[src/rtl/seq_sub_16.sv]
// Slice-serial subtractor: DIFF = A - B - Bin, one SLICE per clock, LSB first.
// Start/busy/done handshake; results hold until the next accepted start.
module seq_sub_16 #(
  parameter int WIDTH = 16,
  parameter int SLICE = 4
) (
  input  logic             clk,
  input  logic             rst_n,
  input  logic             start,
  input  logic [WIDTH-1:0] A,
  input  logic [WIDTH-1:0] B,
  input  logic             Bin,
  output logic             busy,
  output logic             done,
  output logic [WIDTH-1:0] DIFF,
  output logic             Bout,
  output logic             V
);

  localparam int NSL = WIDTH / SLICE;
  localparam int CW  = (NSL > 1) ? $clog2(NSL) : 1;

  typedef enum logic [1:0] {
    IDLE,
    RUN,
    DONE
  } state_t;

  state_t           state_q, state_n;
  logic [CW-1:0]    cnt_q, cnt_n;
  logic             carry_q, carry_n;
  logic [WIDTH-1:0] a_q, a_n;
  logic [WIDTH-1:0] b_q, b_n;
  logic [WIDTH-1:0] diff_q, diff_n;
  logic             bout_q, bout_n;
  logic             v_q, v_n;

  logic [SLICE-1:0] a_sl;
  logic [SLICE-1:0] b_sl;
  logic [SLICE:0]   sum;
  logic             last;

  // Subtraction as A + ~B with the borrow folded into the carry chain
  assign a_sl = a_q[cnt_q*SLICE +: SLICE];
  assign b_sl = b_q[cnt_q*SLICE +: SLICE];
  assign sum  = {1'b0, a_sl} + {1'b0, ~b_sl}
              + {{SLICE{1'b0}}, carry_q};
  assign last = (cnt_q == CW'(NSL - 1));

  always_ff @(posedge clk or negedge rst_n) begin
    if (!rst_n) begin
      state_q <= IDLE;
      cnt_q   <= '0;
      carry_q <= 1'b0;
      a_q     <= '0;
      b_q     <= '0;
      diff_q  <= '0;
      bout_q  <= 1'b0;
      v_q     <= 1'b0;
    end else begin
      state_q <= state_n;
      cnt_q   <= cnt_n;
      carry_q <= carry_n;
      a_q     <= a_n;
      b_q     <= b_n;
      diff_q  <= diff_n;
      bout_q  <= bout_n;
      v_q     <= v_n;
    end
  end

  always_comb begin
    state_n = state_q;
    cnt_n   = cnt_q;
    carry_n = carry_q;
    a_n     = a_q;
    b_n     = b_q;
    diff_n  = diff_q;
    bout_n  = bout_q;
    v_n     = v_q;
    unique case (state_q)
      IDLE: begin
        if (start) begin
          a_n     = A;
          b_n     = B;
          carry_n = ~Bin;
          cnt_n   = '0;
          state_n = RUN;
        end
      end
      RUN: begin
        diff_n[cnt_q*SLICE +: SLICE] = sum[SLICE-1:0];
        carry_n = sum[SLICE];
        cnt_n   = cnt_q + CW'(1);
        if (last) begin
          bout_n  = ~sum[SLICE];
          v_n     = (a_q[WIDTH-1] != b_q[WIDTH-1])
                 && (diff_n[WIDTH-1] != a_q[WIDTH-1]);
          state_n = DONE;
        end
      end
      DONE: state_n = IDLE;
      default: state_n = IDLE;
    endcase
  end

  assign busy = (state_q != IDLE);
  assign done = (state_q == DONE);
  assign DIFF = diff_q;
  assign Bout = bout_q;
  assign V    = v_q;

endmodule

[config.mk]
export PLATFORM = sky130hd
export DESIGN_NAME = seq_sub_16
export DESIGN_NICKNAME = d
export VERILOG_FILES = /design/src/rtl/seq_sub_16.sv
export SDC_FILE = /design/constraint.sdc
export NUM_CORES = 1
export LEC_CHECK = 0
export CAP_MARGIN = 20
export CORE_MARGIN = 1.5
export CORE_UTILIZATION = 35
export CTS_BUF_LIST = sky130_fd_sc_hd__clkbuf_8
export DETAILED_ROUTE_END_ITERATION = 12
export PLACE_DENSITY = 0.68
export REMOVE_ABC_BUFFERS = 1
export SYNTH_ARGS = -nofsm -noshare
export SYNTH_HDL_FRONTEND = slang
export SYNTH_SLANG_ARGS = --single-unit
[constraint.sdc]
create_clock -name clk -period 7.2 [get_ports clk]
set_input_delay 0.72 -clock clk [delete_from_list [all_inputs] [get_ports clk]]
set_output_delay 0.72 -clock clk [all_outputs]
set_load 0.01 [all_outputs]
==> flow_summary_export.csv <==
group,metric,value,unit
sta,min_period,2.93,ns
global_route,grt_pass1_vias,1826,
drt,dr.pass1.iters,4,
drt,dr_wl_met2,2400,um
job,maxCapViolCount,0,
placement,dp_hpwl,3770,um
sta,rsz0062_at_grt,"false",
sta,fin_crit_sh,0.407,
floorplan,rows,31,
clock_network,cts_tree,"built",
drt,totalWireLength,5100,um
clock_network,h-tree-depth,2,
setup_path,critical_path_class,"reg2reg",
clock_network,clk_latency,0.31,ns
global_route,grt_overflow_total,0,
clock_network,cts_buffer_depth,2,
yosys,ys_async_sr_fraction,1.00,
global_route,globalRouteTotalUtil,0.138,
yosys,ys.flop_type,"dfrtp_1",
sta,skew,0.00724,ns
clock_network,postCtsSetupBuffers,0,
yosys,synth.avg_cell_area,13.2,um2
sta,finalHoldViolCount,0,
sta,setup_tns,0,ns
drt,ant_nets,0,
drt,via_per_inst,4.80,
yosys,synth_top_family_by_area,"multiplexers",
yosys,ys_seq_area_frac,0.522,
yosys,yosysMostFrequentCell,"dfrtp_1",
global_route,antenna_found_initial,0,
outcome,status,"finished clean",
clock_network,clockRootBuffer,"clkbuf_8",
finish,fin_nets,304,
power_and_ir_drop,peakVddDrop,0.000216,V
sta,setup_viol,0,
drt,wl_met3,236,um
setup_path,required,7.45,ns
setup_path,critPathLaunchType,"register",
setup_path,crit_arrival,3.18,ns
drt,vias,1715,
sta,slew_headroom,0.504,
yosys,ys_seq_elements,55,
drt,drt_iter0_markers,101,
clock_network,ctsResizeCount,0,
yosys,netlist.area_leader.share,0.522,
yosys,synth_compound_area_frac,0.0831,
drt,drcViolationCount,0,
sta,tightestPinTransition,0.744,ns
yosys,yosys-top-cells-count,"dfrtp_1 (55), mux2_2 (29), nand2_1 (20), inv_1 (12), ha_1 (9)",
finish,drive_gt1_frac,0.194,
global_route,grt_first_pass_wirelength,8910,um
clock_network,clock_sinks,55,
yosys,synth_cells,199,
finish,antenna_cells,0,
yosys,yosysTopAreaCell,"dfrtp_1",
placement,io_buffers,55,
drt,routedWlPerCell,14.3,um
sta,max_freq,0.342,GHz
placement,place_congestion,0.800,
yosys,synth-edff-count,0,
clock_network,cts_buffers,5,
drt,topRoutingLayerUsed,"met4",
yosys,synth-simple-area-share,0.0859,
floorplan,coreArea,0.00725,mm2
clock_network,postCtsHoldBufs,0,
floorplan,die_h,89.8,um
yosys,yosysWarningCount,0,
floorplan,io_pins,56,
power_and_ir_drop,leakagePower,1.43,nW
global_route,grt_max_degree,56,
yosys,synth_area,0.00264,mm2
placement,place_area,0.00328,mm2
floorplan,die_w,89.8,um
floorplan,start_util,0.363,
setup_path,cp_max_fo,16,
clock_network,clkSlewWorstSetupHoldPaths,0.10,ns
finish,final_cell_area,0.00338,mm2
finish,area_delta_synth_final,28.4,%
setup_path,end_kind,"register",
yosys,synthMuxAreaShare,0.213,
drt,m1WireLength,2420,um
yosys,synthAdderAreaFrac,0.0579,
sta,drv_slew,0,
yosys,synth_xor_area_frac,0.00665,
yosys,ys_top_cells_by_area,"dfrtp_1 (52%), mux2_2 (12%), mux4_2 (6.8%)",
hold_path,hold_path.class,"reg2reg",
yosys,synth_cell_types,37,
power_and_ir_drop,power_density,467,mW/mm2
power_and_ir_drop,finalPower,0.00158,W
floorplan,die_area,0.00806,mm2
logic make-up (layout without fill, tap and decap cells):
kind of cell | count (synthesis) | after routing
XOR/XNOR | 2 | 2
adder cells (fa/ha/maj) | 11 | 11
AND/OR/NAND/NOR | 45 | 45
AO/OA/AOI/OAI | 26 | 26
flip-flops | 55 | 55
multiplexers | 42 | 42
buffers and inverters | 18 | 77
worst max-delay path, stage by stage, from the launching register on:
cell      delay, ns
dfrtp_1        0.84
mux4_2         0.60
fa_1           0.41
nand3b_1       0.25
and4b_1        0.22
or4_1          0.46
nand3_1        0.08
cell usage in the layout, fill, tap and decap left out, types with 3 or more instances in the layout:
cell              n
dfrtp_1          55
clkdlybuf4s50_1  54
mux2_2           29
nand2_1          20
inv_1            13
ha_1              9
mux4_2            8
o31ai_1           8
a22o_1            7
clkbuf_8          7
nor2_1            6
mux2_1            4
nor2b_1           3
nand3b_1          3
a21oi_1           3
layer usage:
metal | track usage | vias up
met5 | 0 | -
met4 | 0.0357 | 0
met3 | 0.0389 | 4
met2 | 0.221 | 40
met1 | 0.184 | 843
li1 | - | 828
final cells by class:
cell class | instances | area [um2]
Multi-Input combinational cell | 126 | 1180
Clock buffer | 7 | 96.3
Sequential cell | 55 | 1380
Inverter | 12 | 45.0
Clock inverter | 1 | 3.75
Tap cell | 99 | 124
Fill cell | 670 | 3870
Timing Repair Buffer | 57 | 561
final timing paths:
| check | endpoint | slack [ns] | depth (start not counted) | startpoint |
|---|---|---|---|---|
| max in group asynchronous | state_q[1] | 6.21 | 2 | rst_n |
| worst max-delay path | V | 4.27 | 6 | cnt_q[0] |
| worst max register to register | V | 4.27 | 6 | cnt_q[0] |
| min in group asynchronous | a_q[12] | 0.53 | 2 | rst_n |
| worst min-delay path | DIFF[8] | 0.48 | 2 | DIFF[8] |
| worst min register to register | DIFF[8] | 0.48 | 2 | DIFF[8] |
stage by stage:
stage,worst slack (ns),utilization,hold WS (ns),std cells
6_report,4.27,0.466,0.484,357
2_1_floorplan,4.53,-,0.424,193
3_3_place_gp,4.31,0.453,0.466,349
5_1_grt,4.04,0.466,0.518,357
3_5_place_dp,4.26,0.453,0.470,349
4_1_cts,4.23,0.466,0.494,357
registers in the layout (all words and copies together) (netlist names):
| signal | flops |
|---|---|
| cnt_q | 2 |
| b_q | 16 |
| Bout | 1 |
| DIFF | 16 |
| a_q | 16 |
| V | 1 |
| state_q | 2 |
| carry_q | 1 |
power by group:
part           total [W]  switching (W)  internal, W
logic           0.000840       0.000425     0.000416
registers       0.000557       0.000110     0.000447
clock network   0.000184      0.0000971    0.0000866
No activity file was read; power rests on OpenSTA's default activity.
